<file path="config.mk">
export PLATFORM = sky130hd
export DESIGN_NAME = alu_arbiter_flat
export DESIGN_NICKNAME = d
export VERILOG_FILES = /design/src/rtl/alu_pkg.sv /design/src/rtl/alu_arbiter_if.sv /design/src/rtl/arb_rr2.sv /design/src/rtl/alu_arbiter.sv /design/src/flat_wrapper.sv
export SDC_FILE = /design/constraint.sdc
export NUM_CORES = 1
export LEC_CHECK = 0
export CAP_MARGIN = 40
export CORE_ASPECT_RATIO = 0.9
export CORE_UTILIZATION = 44
export CTS_CLUSTER_DIAMETER = 40
export DETAILED_ROUTE_END_ITERATION = 16
export PLACE_DENSITY_LB_ADDON = 0.2
export REMOVE_ABC_BUFFERS = 1
export SYNTH_ARGS = -nofsm -noshare
export SYNTH_HDL_FRONTEND = slang
export SYNTH_HIERARCHICAL = 1
export SYNTH_SLANG_ARGS = --single-unit
</file>
<file path="constraint.sdc">
create_clock -name clk -period 2.1 [get_ports clk]
set_input_delay 0.21 -clock clk [delete_from_list [all_inputs] [get_ports clk]]
set_output_delay 0.21 -clock clk [all_outputs]
set_load 0.005 [all_outputs]
</file>
<file path="src/rtl/alu_pkg.sv">
// Shared opcode constants, FSM state encoding and timeout default
// for the two-requester ALU arbiter.
package alu_pkg;

    localparam int TIMEOUT_DEF = 64;

    localparam logic [2:0] OP_ADD = 3'd0;
    localparam logic [2:0] OP_SUB = 3'd1;
    localparam logic [2:0] OP_MUL = 3'd2;
    localparam logic [2:0] OP_ILL = 3'd3;

    typedef enum logic [1:0] {
        IDLE,
        ISSUE,
        WAIT_DONE,
        RESP
    } state_t;

    function automatic logic is_illegal(input logic [2:0] op);
        return op == OP_ILL;
    endfunction

endpackage

</file>
<file path="src/rtl/alu_arbiter_if.sv">
// Bus between the arbiter (master) and the shared ALU (slave):
// cs/op/a/b toward the ALU, out/cout/rdy back from it.
interface alu_arbiter_if;

    logic        alu_cs;
    logic [2:0]  alu_op;
    logic [15:0] alu_a;
    logic [15:0] alu_b;
    logic [15:0] alu_out;
    logic        alu_cout;
    logic        alu_rdy;

    modport master (
        output alu_cs, alu_op, alu_a, alu_b,
        input  alu_out, alu_cout, alu_rdy
    );

    modport slave (
        input  alu_cs, alu_op, alu_a, alu_b,
        output alu_out, alu_cout, alu_rdy
    );

endinterface

</file>
<file path="src/rtl/arb_rr2.sv">
// Two-way round-robin grant (combinational).
// in: req0, req1, last (last granted index); out: vld, gnt (index).
module arb_rr2 (
    input  logic req0,
    input  logic req1,
    input  logic last,
    output logic vld,
    output logic gnt
);

    assign vld = req0 | req1;
    // On a tie the requester not served last wins.
    assign gnt = (req0 && req1) ? ~last : req1;

endmodule

</file>
<file path="src/rtl/alu_arbiter.sv">
// Arbitrates two requesters onto one shared ALU with timeout abort.
// Ports: clk, rst_n, req/op/a/b per requester, done/res/cout per requester, busy, err, alu bus.
module alu_arbiter
    import alu_pkg::*;
#(
    parameter int TIMEOUT = TIMEOUT_DEF
) (
    input  logic          clk,
    input  logic          rst_n,
    input  logic          req0,
    input  logic          req1,
    input  logic [2:0]    op0,
    input  logic [2:0]    op1,
    input  logic [15:0]   a0,
    input  logic [15:0]   b0,
    input  logic [15:0]   a1,
    input  logic [15:0]   b1,
    output logic          done0,
    output logic          done1,
    output logic [15:0]   res0,
    output logic [15:0]   res1,
    output logic          cout0,
    output logic          cout1,
    output logic          busy,
    output logic          err,
    alu_arbiter_if.master alu
);

    localparam int CW = $clog2(TIMEOUT) + 1;
    localparam logic [CW-1:0] CNT_MAX = CW'(TIMEOUT - 1);

    state_t        state;
    state_t        state_nx;
    logic          gnt_q;
    logic          last_q;
    logic          armed_q;
    logic [2:0]    op_q;
    logic [15:0]   a_q;
    logic [15:0]   b_q;
    logic [CW-1:0] cnt_q;

    logic          arb_vld;
    logic          arb_gnt;
    logic [2:0]    sel_op;
    logic [15:0]   sel_a;
    logic [15:0]   sel_b;
    logic          active;
    logic          tmo;
    logic          grant;
    logic          bad_op;
    logic          wr_res;
    logic          tgt;
    logic [15:0]   res_nx;
    logic          cout_nx;

    arb_rr2 u_arb (
        .req0 (req0),
        .req1 (req1),
        .last (last_q),
        .vld  (arb_vld),
        .gnt  (arb_gnt)
    );

    assign sel_op = arb_gnt ? op1 : op0;
    assign sel_a  = arb_gnt ? a1 : a0;
    assign sel_b  = arb_gnt ? b1 : b0;

    assign active = (state == ISSUE) || (state == WAIT_DONE);
    assign tmo    = active && (cnt_q == CNT_MAX);
    // armed_q blocks a grant in the first cycle after reset release.
    assign grant  = (state == IDLE) && armed_q && arb_vld && alu.alu_rdy;
    assign bad_op = grant && is_illegal(sel_op);

    always_comb begin
        state_nx = state;
        unique case (state)
            IDLE: begin
                if (grant)
                    state_nx = bad_op ? RESP : ISSUE;
            end
            ISSUE: begin
                if (tmo)
                    state_nx = RESP;
                else if (!alu.alu_rdy)
                    state_nx = WAIT_DONE;
            end
            WAIT_DONE: begin
                if (tmo || alu.alu_rdy)
                    state_nx = RESP;
            end
            RESP:    state_nx = IDLE;
            default: state_nx = IDLE;
        endcase
    end

    // Aborts (illegal op, timeout) return a zero result.
    assign wr_res  = bad_op || tmo || ((state == WAIT_DONE) && alu.alu_rdy);
    assign tgt     = (state == IDLE) ? arb_gnt : gnt_q;
    assign res_nx  = ((state == WAIT_DONE) && !tmo) ? alu.alu_out : '0;
    assign cout_nx = (state == WAIT_DONE) && !tmo && alu.alu_cout;

    assign alu.alu_cs = (state == ISSUE) && !tmo;
    assign alu.alu_op = active ? op_q : '0;
    assign alu.alu_a  = active ? a_q : '0;
    assign alu.alu_b  = active ? b_q : '0;

    assign done0 = (state == RESP) && !gnt_q;
    assign done1 = (state == RESP) && gnt_q;
    assign busy  = state != IDLE;

    always_ff @(posedge clk or negedge rst_n) begin
        if (!rst_n) begin
            state   <= IDLE;
            armed_q <= 1'b0;
            gnt_q   <= 1'b0;
            last_q  <= 1'b1;
            op_q    <= '0;
            a_q     <= '0;
            b_q     <= '0;
            cnt_q   <= '0;
            err     <= 1'b0;
        end else begin
            state   <= state_nx;
            armed_q <= 1'b1;
            if (grant) begin
                gnt_q <= arb_gnt;
                op_q  <= sel_op;
                a_q   <= sel_a;
                b_q   <= sel_b;
            end
            if (grant)
                cnt_q <= '0;
            else if (active)
                cnt_q <= cnt_q + CW'(1);
            if (bad_op || tmo)
                err <= 1'b1;
            if (state == RESP)
                last_q <= gnt_q;
        end
    end

    always_ff @(posedge clk or negedge rst_n) begin
        if (!rst_n) begin
            res0  <= '0;
            res1  <= '0;
            cout0 <= 1'b0;
            cout1 <= 1'b0;
        end else if (wr_res) begin
            if (tgt) begin
                res1  <= res_nx;
                cout1 <= cout_nx;
            end else begin
                res0  <= res_nx;
                cout0 <= cout_nx;
            end
        end
    end

endmodule

</file>
<file path="src/flat_wrapper.sv">
// flat-port wrapper written by rule: the top's interface ports become plain ports
module alu_arbiter_flat import alu_pkg::*;
#(
    parameter int TIMEOUT = TIMEOUT_DEF
)
  (clk, rst_n, req0, req1, op0, op1, a0, b0, a1, b1, done0, done1, res0, res1, cout0, cout1, busy, err, alu_alu_cs, alu_alu_op, alu_alu_a, alu_alu_b, alu_alu_out, alu_alu_cout, alu_alu_rdy);
  alu_arbiter_if alu_i ();
  input  logic clk;
  input  logic rst_n;
  input  logic req0;
  input  logic req1;
  input  logic [2:0] op0;
  input  logic [2:0] op1;
  input  logic [15:0] a0;
  input  logic [15:0] b0;
  input  logic [15:0] a1;
  input  logic [15:0] b1;
  output logic done0;
  output logic done1;
  output logic [15:0] res0;
  output logic [15:0] res1;
  output logic cout0;
  output logic cout1;
  output logic busy;
  output logic err;
  output wire logic [$bits(alu_i.alu_cs)-1:0] alu_alu_cs;
  output wire logic [$bits(alu_i.alu_op)-1:0] alu_alu_op;
  output wire logic [$bits(alu_i.alu_a)-1:0] alu_alu_a;
  output wire logic [$bits(alu_i.alu_b)-1:0] alu_alu_b;
  input wire logic [$bits(alu_i.alu_out)-1:0] alu_alu_out;
  input wire logic [$bits(alu_i.alu_cout)-1:0] alu_alu_cout;
  input wire logic [$bits(alu_i.alu_rdy)-1:0] alu_alu_rdy;
  assign alu_alu_cs = alu_i.alu_cs;
  assign alu_alu_op = alu_i.alu_op;
  assign alu_alu_a = alu_i.alu_a;
  assign alu_alu_b = alu_i.alu_b;
  assign alu_i.alu_out = alu_alu_out;
  assign alu_i.alu_cout = alu_alu_cout;
  assign alu_i.alu_rdy = alu_alu_rdy;
  alu_arbiter #(.TIMEOUT(TIMEOUT)) u_core (.clk(clk), .rst_n(rst_n), .req0(req0), .req1(req1), .op0(op0), .op1(op1), .a0(a0), .b0(b0), .a1(a1), .b1(b1), .done0(done0), .done1(done1), .res0(res0), .res1(res1), .cout0(cout0), .cout1(cout1), .busy(busy), .err(err), .alu(alu_i));
endmodule
</file>
* Yosys cells after proc, flatten, opt, wreduce, memory -nomap -nowiden
Index checks and enable logic that the tools add are counted.
Word-level totals: register bits after elaboration 82, input bits 92, output and inout bits 74, word-level logic and storage cells 66
Operators by class: add/sub/neg operators 1, eq/ne operators 8, multiplexer cells 17, bitwise logic cells 3, reductions and logical operators 24
Operators by type and width (count):
- $mux 16 | 5
- $mux 7 | 2
- $logic_and 1x1->1 | 12
- $mux 2 | 5
- $pmux 2 s4 | 1
- $add 7x1->7 const B | 1
- $eq 7x6->1 const B | 1
- $mux 3 | 2
- $eq 2x2->1 const B | 2
- $logic_or 1x1->1 | 4
- $ne 2x1->1 const B | 2
- $reduce_and 2->1 | 2
- $reduce_bool 2->1 | 2
- $eq 3x2->1 const B | 1
- $ne 3x2->1 const B | 1
- $reduce_and 3->1 | 1
- $eq 2x1->1 const B | 1
- $logic_not 1->1 | 2
- $logic_not 2->1 | 1
- $mux 1 | 2
- $not 1->1 | 2
- $or 1x1->1 | 1

* Logic depth before layout (Yosys ltp)
depth after elaboration 8, mapped depth 8, gate-level depth less buffers 6

* Modules after synthesis
Netlist, hierarchy kept.
By module, submodules not included:
- alu_arbiter | instances 1, cells an instance 383, area each 4186.5 um2, sequential area each 2053.2 um2
- arb_rr2 | instances 1, cells an instance 2, area each 13.8 um2, sequential area each 0.0 um2

* Worst setup path before layout
Ideal clock, no wire load.
kind register to register, from reg u_core.state[0], to reg u_core.res0[0], library setup time 0.075 ns, data arrival time 1.839 ns, slack 0.186 ns, cell stages (with the launch flop) 9, clock period less this slack 1.914 ns, cell sequence dfrtp_1 > inv_1 > ha_1 > and4_1 > buf_6 > a22o_4 > o21ai_4 > buf_6 > o2bb2ai_2
Between the ends: cells in the longest elaborated chain, start to end 8, elaborated cells between the ends (all ways) 18, those cells by class 2 x eq/ne; 2 x mux; 1 x bitwise; 13 x reduce/logical
Ends and longest elaborated chain:
- start, declared | RTL line alu_arbiter.sv:32 | state_t state;
- start signal, assigned | RTL line alu_arbiter.sv:123 | state <= state_nx;
- $logic_not 2->1 | RTL line alu_arbiter.sv:71, alu_arbiter.sv:98
- $logic_and 1x1->1 (3 in a row) | RTL line alu_arbiter.sv:71 | assign grant = (state == IDLE) && armed_q && arb_vld && alu.alu_rdy;
- $logic_and 1x1->1 | RTL line alu_arbiter.sv:72 | assign bad_op = grant && is_illegal(sel_op);
- $logic_or 1x1->1 (2 in a row) | RTL line alu_arbiter.sv:97 | assign wr_res = bad_op || tmo || ((state == WAIT_DONE) && alu.alu_rdy);
- $reduce_and 2->1 (no source line)
- end signal, assigned | RTL line alu_arbiter.sv:153 | res0 <= res_nx;
- end, declared | RTL line alu_arbiter.sv:20 | output logic [15:0] res0,
Several ways; a longest one is shown, not always the timed one. A chain may end at the register's enable or synchronous reset.

* Final worst setup path
from reg u_core.state[0], to out alu_alu_a[8]
Between the ends: cells in the longest elaborated chain, start to end 3, elaborated cells between the ends (all ways) 4, those cells by class 2 x eq/ne; 1 x mux; 1 x reduce/logical
Ends and longest elaborated chain:
- $eq 2x1->1 / $eq 2x2->1 (equally long branches) | RTL line alu_arbiter.sv:68 | assign active = (state == ISSUE) || (state == WAIT_DONE);
- $logic_or 1x1->1 * | RTL line alu_arbiter.sv:68
- $mux 16 * | RTL line alu_arbiter.sv:104 | assign alu.alu_a = active ? a_q : '0;
- end, declared | RTL line flat_wrapper.sv:28 | output wire logic [$bits(alu_i.alu_a)-1:0] alu_alu_a;
Every way passes the cells marked *; elsewhere a longest branch is shown, timed or not.

==> impl_metrics.tcl <==
set metrics [dict create \
    synth_top_area_share_pct 48.3 \
    antenna_cells 0 \
    critPathArrivalTime_ns 1.83 \
    ff2ff_path_depth 7 \
    synth-seq-cells 82 \
    die_area_um2 9940 \
    die_x_um 105 \
    timing.rr.start "u_core/state[0]$_DFFE_PN0P_" \
    cp-endpoint "alu_alu_a[8]" \
    p_int_mw 5.41 \
    reg2reg_slack_ns 0.13 \
    avgViaCountPerCell 5.15 \
    crit_family "buffers and inverters" \
    hold_violations 0 \
    overflow 0 \
    wl_per_cell_um 16.0 \
    synth-async-reset-ratio_pct 100 \
    holdWs_ns 0.420 \
    maxSlewViolCount 0 \
    pwr-share-clk_pct 14.0 \
    critPathBufInv 3 \
    cap_violations 0 \
    drt_first_pass_iters 4 \
    io_buffers 165 \
    hp-class "input port to asynchronous set/reset pin" \
    synth.cell_area_um2 4200 \
    ys.flop_type "dfrtp_1" \
    grt_pass1_wl_um 17400 \
    syn_to_final_growth_pct 53.4 \
    cp_slowest_cell "clkdlybuf4s50_1" \
    drc 0 \
    p_sw_mw 2.89 \
    htreeDepth 3 \
    final_area_um2 6440 \
    path_depth 5 \
    ys_warn_count 6 \
    die_y_um 94.7 \
    cts_root_buf "clkbuf_8" \
    clkLatencyLatePin_ns 0.35 \
    cp.required_ns 1.89 \
    finClkSkew_ns 0.00960 \
    worstSetupStartpoint "u_core/state[0]$_DFFE_PN0P_" \
    cts_max_path_buffers 2 \
    synth_commonest_cells "dfrtp_1, nand2_1, o21ai_0" \
    pwr-share-comb_pct 53.0 \
    path_cells "inv_1 > ha_4 > buf_6 > and2_1 > clkdlybuf4s50_1" \
    finalCriticalPeriod_ns 2.04 \
    rows 33 \
    seq_area_frac_synth_pct 48.9 \
    cellPowerDensity_nw_per_um2 1290 \
    ant_nets 0 \
    wirelength_um 11100 \
    dp_hpwl_um 7710 \
    grt_max_degree 83 \
    fin_crit_sh_pct 97.2 \
    antenna_found_initial 0 \
    grt_pass1_vias 3522 \
    swShare_pct 34.8 \
    synth_top_area_cell "dfrtp_1" \
    synth_cell_type_count 42 \
    vdd_ir_drop_max_v 0.000539 \
    seq_power_share_pct 32.9 \
    cp_slowest_stage_delay_ns 0.50 \
    outcome "complete, no violations" \
    synth_edf_count 0 \
    syn-mean-instance-area_um2 10.9 \
    critPathMaxFanout 6 \
    syn-instance-count 385 \
    initial_core_util_pct 45.6 \
    start_kind "flop" \
    worst_slack_ns 0.0583 \
    cts_buffers 9 \
    relSlewSlack_pct 59.9 \
    r2r_end "u_core/state[0]$_DFFE_PN0P_" \
    worst_pin_slew_ns 0.601 \
    max_freq_mhz 490 \
    vias 3581 \
    io_pins 166 \
    postPlaceCellArea_um2 6100 \
    leakagePower_nw 2.92 \
    coreArea_um2 9210 \
    cts_tree "yes" \
    power_mw 8.30 \
    gp_congestion 0.779 \
    setup_viol 0 \
    setup.worst_path.class "flop to output pin" \
    drtIter0Drc 57 \
    pre_cts_ws_ns 0.0293 \
    track_usage_pct 22.6 \
    cts.reportedPaths.clkPinSlew_ns 0.09 \
    yosysMostFrequentCell "dfrtp_1" \
    layout.nets 666 \
    drive_gt1_share_pct 15.0 \
    synthTopCellsByArea "dfrtp_1, mux2i_1, o2bb2ai_2" \
    endpoint_kind "output pin" \
    cts_sinks 82 \
]
## metal layers
metal  global-route usage [%]  share of wire (%)
met1                     27.5                 42
met2                     37.4                 48
met3                     9.18                8.6
met4                     6.34                1.1
met5                        0                  0
## cell type report
type                    count  area [µm²]
flip-flops and latches     82        2050
multi-input cells         272        2010
inverters                   4        15.0
clock inverters             7        76.3
well taps                 122         153
fillers                   717        2760
repair buffers            199        2010
clock buffers               9         124
## worst min path at each step
stage,start,to,depth (start not counted)
4_1_cts,rst_n,u_core/cnt_q[5]$_DFFE_PN0P_,3
6_report,rst_n,u_core/cnt_q[2]$_DFFE_PN0P_,3
2_1_floorplan,rst_n,u_core/a_q[0]$_DFFE_PN0P_,0
5_1_grt,alu_alu_out[6],u_core/res0[6]$_DFFE_PN0P_,3
3_5_place_dp,rst_n,u_core/cnt_q[3]$_DFFE_PN0P_,2
3_3_place_gp,rst_n,u_core/cnt_q[5]$_DFFE_PN0P_,2
## worst register-to-register path, cell delays in order (launching register included)
cell and delay (ns):
dfrtp_1 0.35, inv_1 0.08, ha_4 0.32, and4_1 0.22
buf_4 0.14, a21oi_1 0.09, a2111oi_0 0.51, a211oi_1 0.12
## per-stage QoR
step | setup TNS, ns | util [%] | std cells
2_1_floorplan | -130.89 | - | 358
3_3_place_gp | -2.49 | 66.0 | 667
3_5_place_dp | 0 | 66.3 | 668
4_1_cts | -0.245 | 68.6 | 685
5_1_grt | -0.0975 | 70.0 | 695
6_report | 0 | 70.0 | 695
## power groups by stage
stage / logic, mW / registers [mW] / clock network (mW)
after CTS: 4.07 / 2.74 / 1.20
after global placement: 4.01 / 2.74 / 0
after detailed placement: 4.13 / 2.76 / 0
after floorplan: 1.82 / 2.69 / 0
after global routing: 4.82 / 2.83 / 1.25
final: 4.40 / 2.73 / 1.16
## logic make-up after synthesis
kind of cell / share of synthesized area (%)
DFF: 48.9
xor gates and xnor gates: 0.834
muxes: 9.92
buffers and inverters: 3.87
AOI/OAI and AO/OA: 17.5
and+or+nand+nor: 17.1
other: 0.0893
adders and majority gates: 1.79
## flip-flops by register name, summed over array words and instances, names as in the netlist, 2 cells and up
name and count:
u_core/cnt_q 7, u_core/b_q 16, u_core/state 2, u_core/a_q 16, u_core/res0 16, u_core/op_q 3, u_core/res1 16
## cells in the final DEF (no fill, tap or decap), drive strengths merged, types with 3 or more instances in the layout
| cell type | count |
|---|---|
| clkdlybuf4s50 | 131 |
| nand4 | 3 |
| dlygate4sd2 | 23 |
| o21ai | 41 |
| nor2 | 7 |
| dlymetal6s2s | 9 |
| inv | 6 |
| a21oi | 4 |
| clkbuf | 12 |
| o2bb2ai | 34 |
| nand3 | 35 |
| nand2 | 41 |
| ha | 6 |
| buf | 32 |
| dfrtp | 81 |
| and2 | 37 |
| mux2i | 39 |
## what timing repair did
item	CTS	global route
pin swaps	1	2
setup buffers	0	8
hold endpoints to repair	81	0
hold buffers	1	0
endpoints found under the setup margin	36	13
cloned	0	2
resized for setup	31	11
(Power assumes the default switching activity.)
